$ cat src/rtl/rand_arbiter.sv
// Random-word arbiter: hands words from one upstream PRNG to NumReq requesters.
// Each requester owns a one-word slot. A round-robin pointer picks among eligible
// requesters, and per-requester wait counters raise a sticky starvation flag.
module rand_arbiter #(
    parameter int unsigned NumReq      = 4,
    parameter int unsigned RandWidth   = 32,
    parameter int unsigned StarveLimit = 64
) (
    input  logic                        Clock,
    input  logic                        Reset,
    input  logic                        RandInValid,
    output logic                        RandInReady,
    input  logic [RandWidth-1:0]        RandIn,
    input  logic [NumReq-1:0]           ReqValid,
    output logic [NumReq-1:0]           OutValid,
    input  logic [NumReq-1:0]           OutReady,
    output logic [NumReq*RandWidth-1:0] OutData,
    output logic [NumReq-1:0]           Starved
);

    localparam int unsigned PtrW = (NumReq > 1) ? $clog2(NumReq) : 1;
    localparam int unsigned CntW = $clog2(StarveLimit + 1);
    localparam logic [CntW-1:0] CntMax = CntW'(StarveLimit);

    logic [NumReq-1:0]    fullQ, fullD;
    logic [RandWidth-1:0] dataQ [NumReq];
    logic [PtrW-1:0]      ptrQ, ptrD;
    logic [CntW-1:0]      waitQ [NumReq];
    logic [CntW-1:0]      waitD [NumReq];
    logic [NumReq-1:0]    starvedQ, starvedD;

    logic [NumReq-1:0]    drain;
    logic [NumReq-1:0]    eligible;
    logic [NumReq-1:0]    load;
    logic [PtrW-1:0]      winner;
    logic                 anyEligible;
    logic                 grant;

    // Eligibility: requester wants a word and its slot is free or emptying this cycle.
    always_comb begin
        drain       = fullQ & OutReady;
        eligible    = ReqValid & (~fullQ | drain);
        anyEligible = |eligible;
        grant       = RandInValid && anyEligible;
    end

    // Reset gates ready so upstream never sees a handshake while state is held clear.
    assign RandInReady = RandInValid && anyEligible && !Reset;

    // Round-robin pick: scan offsets high to low so the smallest offset from ptrQ wins.
    always_comb begin
        int idx;
        winner = '0;
        idx    = 0;
        for (int off = int'(NumReq) - 1; off >= 0; off--) begin
            idx = int'(ptrQ) + off;
            if (idx >= int'(NumReq)) begin
                idx = idx - int'(NumReq);
            end
            if (eligible[idx]) begin
                winner = PtrW'(idx);
            end
        end
    end

    // Slot occupancy and pointer advance.
    always_comb begin
        load = '0;
        if (grant) begin
            load[winner] = 1'b1;
        end
        // A drained slot that is reloaded in the same cycle stays full.
        fullD = (fullQ & ~drain) | load;
        ptrD  = ptrQ;
        if (grant) begin
            if (int'(winner) == int'(NumReq) - 1) begin
                ptrD = '0;
            end else begin
                ptrD = winner + 1'b1;
            end
        end
    end

    // Wait counters saturate at the limit; the flag sets on the edge the limit is reached.
    always_comb begin
        for (int i = 0; i < int'(NumReq); i++) begin
            if (load[i] || !ReqValid[i]) begin
                waitD[i] = '0;
            end else if (!fullQ[i] && (waitQ[i] != CntMax)) begin
                waitD[i] = waitQ[i] + 1'b1;
            end else begin
                waitD[i] = waitQ[i];
            end
            starvedD[i] = starvedQ[i] | (waitD[i] == CntMax);
        end
    end

    // State registers; asynchronous reset drops every held word at once.
    always_ff @(posedge Clock or posedge Reset) begin
        if (Reset) begin
            fullQ    <= '0;
            ptrQ     <= '0;
            starvedQ <= '0;
            for (int i = 0; i < int'(NumReq); i++) begin
                dataQ[i] <= '0;
                waitQ[i] <= '0;
            end
        end else begin
            fullQ    <= fullD;
            ptrQ     <= ptrD;
            starvedQ <= starvedD;
            for (int i = 0; i < int'(NumReq); i++) begin
                waitQ[i] <= waitD[i];
                if (load[i]) begin
                    dataQ[i] <= RandIn;
                end
            end
        end
    end

    // Flatten slot registers onto the output bus.
    always_comb begin
        OutData = '0;
        for (int i = 0; i < int'(NumReq); i++) begin
            OutData[i*RandWidth +: RandWidth] = dataQ[i];
        end
    end

    assign OutValid = fullQ;
    assign Starved  = starvedQ;

endmodule

$ cat config.mk
export PLATFORM = sky130hd
export DESIGN_NAME = rand_arbiter
export DESIGN_NICKNAME = d
export VERILOG_FILES = /design/src/rtl/rand_arbiter.sv
export SDC_FILE = /design/constraint.sdc
export NUM_CORES = 1
export LEC_CHECK = 0
export BUFFER_PORTS_ARGS = -buffer_cell sky130_fd_sc_hd__buf_4
export CAP_MARGIN = 20
export CORE_MARGIN = 2
export CORE_UTILIZATION = 57
export DETAILED_ROUTE_END_ITERATION = 6
export GPL_ROUTABILITY_DRIVEN = 1
export GPL_TIMING_DRIVEN = 0
export PLACE_DENSITY_LB_ADDON = 0.12
export SLEW_MARGIN = 10
export SYNTH_ARGS = -nofsm -noshare
export SYNTH_HDL_FRONTEND = slang
export SYNTH_SLANG_ARGS = --single-unit
$ cat constraint.sdc
create_clock -name Clock -period 9.1 [get_ports Clock]
set_input_delay 1.365 -clock Clock [delete_from_list [all_inputs] [get_ports Clock]]
set_output_delay 1.365 -clock Clock [all_outputs]
set_load 0.01 [all_outputs]
==> key figures <==
Status
  – Outcome: completed

Synth
  – Async SR Flop Fraction: 1.00
  – Seq/Total Area, Yosys: 0.592
  – Synth unique cells: 42
  – Number of flops mapped to enable cells by yosys: 0
  – Most common flop cell mapped by yosys: dfrtp_1
  – Number of synthesized register bits: roughly 170
  – Syn Nets: 575
  – Mapped cell area: 0.00702 mm^2
  – Synth top area cells: dfrtp_1 (59%), mux2_2 (21%), xnor2_1 (2.2%)
  – Top-area cell type share of the netlist area: 0.592
  – Synth warn: 0
  – Mean Syn Cell Area: 13.5 um^2
  – Mapped Cells: 520
  – Cell accounting for the most synthesized area: dfrtp_1

Place
  – Port Buf Inserts: between 150 and 200
  – Estimated wirelength of the detail-placed design: 11400 um
  – Placed Cells: 847
  – Placement Setup Slack: 5.01 ns
  – Final GP Congestion: approximately 0.82

STA
  – Worst-Margin Slew: 0.597 ns
  – Post-layout minimum cycle time: 4.04 ns
  – Clock skew: between 0.007 and 0.008 ns
  – RSZ-0062 raised after global routing: false
  – Final hold slack: 0.475 ns
  – Final Hold Viols: 0
  – Relative slew margins: 0.602
  – Slew Viols, Final: 0
  – Final worst setup slack: 5.06 ns
  – Final period utilization: 0.444
  – Setup Viol. Count Final: 0
  – Max Clk Rate: 0.248 GHz
  – Setup TNS: 0 ns

Run
  – Max Cap Viol: 0

Cells and area
  – Nets@finish: 774
  – Filler cells: 792
  – Synth-to-Final Area Change: 30.5%
  – Share of cells above drive strength 1: 0.497
  – Util after Layout: 0.763
  – Non-Filler Instances: 879
  – N_diodes: 0

Floorplanning
  – Core box area: approximately 0.012 mm^2
  – Top Ports: 180
  – Row cnt: 40
  – Die Width: 115 um
  – Starting density of the core: 0.584
  – Die area: about 0.013 mm^2
  – Die Ht: ~110 um

Clock tree
  – Reg clk slew, reported paths: roughly 0.060 ns
  – CTS tree: yes
  – H-tree depth: 4
  – Clock Sinks: 166
  – CTS Buf Count: 17
  – Quantity of hold-fixing buffers added after cts: 0
  – Worst skew pair latency: around 0.44 ns
  – Clock Tree Root: clkbuf_16
  – Clock Tree Buf Depth: 2
  – Post-CTS setup buffer count: 0
  – Post-CTS sizing: 0

Setup path
  – Critical Path RT: 7.74 ns
  – CP dominant cell by count: buf_4
  – Crit path arrival time: 2.67 ns
  – Slowest CP cell: a21boi_1
  – Crit Path Class: input port to primary output
  – CP Cell Sequence: buf_4, nand2b_1, a22oi_4, a21boi_1, and2_1, buf_4
  – Startpoint types: input port
  – Slowest stage delay, CP: around 0.52 ns
  – Crit-path max FO: 7
  – CP endpoint kind: primary output
  – R2r setup slk: 6.23 ns

Global routing
  – Gr usage total: 0.255
  – Vias in the first global route: 5043
  – Largest net degree at the start of global routing: 88
  – Global-route wire length before repair: between 20000 and 30000 um
  – GRT Residual Overflow: 0
  – Initial antenna violation count: 0

Route
  – # DRC: 0
  – Post-route ant nets: 0
  – Via count: 4797
  – Pre-antenna DRT Iters: 4
  – DRT iter0 DRCs: 242
  – Vias per cell: around 5.5
  – DR WL/cell: 18.4 um
  – WL final: roughly 16000 um

Pwr
  – Pwr dens: 364 mW/mm^2
  – Worst IR Drop VDD: 0.233 mV
  – Static Leakage: about 0.0043 uW

Hold path
  – Worst Hold Class: flop to flop
[path summary, 6_finish.rpt]
check	cells past startpoint	startpoint	endpoint
hold reg to reg	2	Starved[1]$_DFF_PP0_	Starved[1]$_DFF_PP0_
setup reg to reg	9	OutValid[0]$_DFF_PP0_	OutData[43]$_DFFE_PP0P_
setup / recovery	6	OutReady[0]	RandInReady
min in group asynchronous	2	Reset	OutData[45]$_DFFE_PP0P_
hold / removal	2	Starved[1]$_DFF_PP0_	Starved[1]$_DFF_PP0_
max in group asynchronous	3	Reset	waitQ[15]$_DFF_PP0_
[kinds of logic after synthesis]
family | count (synthesis) | synth area share
and+or+nand+nor | 107 | 0.0742
DFF | 166 | 0.592
muxes | 130 | 0.209
AOI/OAI and AO/OA | 45 | 0.0524
xor gates and xnor gates | 24 | 0.0299
adders and majority gates | 12 | 0.0214
buffers and inverters | 36 | 0.0217
[cell type report]
type	instances	area (um^2)	share of cell area
plain buffers	14	70.1	0.00765
clock buffers	19	433	0.0472
clock inverters	13	148	0.0161
inverters	22	90.1	0.00983
multi-input cells	318	2710	0.296
flip-flops and latches	166	4150	0.453
well taps	147	184	0.0201
repair buffers	180	1370	0.150
[Yosys cell counts (2+ instances only)]
cell      number
a41o_1         2
a22oi_4        2
a31oi_1        3
o21ai_0        7
a21oi_1        8
xnor2_1       18
o41ai_2        2
nand3_1        4
dfrtp_1      166
or3_1          2
nor2_1        37
nor4b_1        2
nand2b_1       8
buf_2         14
a21oi_2        4
nand4b_1       3
nor3_1         6
o21a_1         2
and2_1         3
a41oi_1        4
xor2_1         6
a211o_1        3
nand4_1        2
ha_1          12
mux2_2       130
nand3b_1       4
inv_1         22
nand2_1       30
[state kept, by name (all words and copies together) (netlist names)]
register,flops
OutData,128
waitQ,28
OutValid,4
Starved,4
ptrQ,2
[metrics by stage]
stage               power, uW  cell area (um^2)
finish                   3330              9160
global route             3510              9160
CTS                      3360              9160
detailed placement       2640              8580
global placement         2570              8550
floorplan                1960              7020
[worst max-delay path, delay by kind of cell]
kind	cells	cell delay, ns
compound gates	2	0.68
buf+inv	2	0.18
simple gates	2	0.45
[metal layers]
layer	part of all wire	track usage	vias to the layer above
met1	0.40	0.299	2373
met3	0.069	0.0928	53
li1	-	-	2214
met4	0.032	0.132	0
met5	0	0	-
met2	0.50	0.414	157
[layout by cell type, fill, tap and decap left out, drive strengths merged, types with 2 or more instances in the layout]
| master | instances |
|---|---|
| a211o | 3 |
| a21boi | 2 |
| a21oi | 12 |
| a22oi | 3 |
| a31oi | 3 |
| a41o | 2 |
| a41oi | 4 |
| and2 | 3 |
| buf | 194 |
| bufinv | 2 |
| clkbuf | 19 |
| clkinv | 5 |
| clkinvlp | 3 |
| dfrtp | 166 |
| ha | 12 |
| inv | 25 |
| mux2 | 130 |
| nand2 | 30 |
| nand2b | 9 |
| nand3 | 4 |
| nand3b | 4 |
| nand4 | 2 |
| nand4b | 3 |
| nor2 | 37 |
| nor3 | 6 |
| nor4b | 2 |
| o21a | 2 |
| o21ai | 7 |
| o41ai | 3 |
| or3 | 2 |
| xnor2 | 18 |
| xor2 | 6 |
[report_power, final]
| group | leakage (uW) | switching [uW] | internal [uW] |
|---|---|---|---|
| logic | 0.00195 | 594 | 750 |
| registers | 0.00202 | 212 | 1060 |
| clock network | 0.000276 | 305 | 407 |
| total | 0.00425 | 1110 | 2220 |
Note: power is estimated with default switching activity, not from simulation.
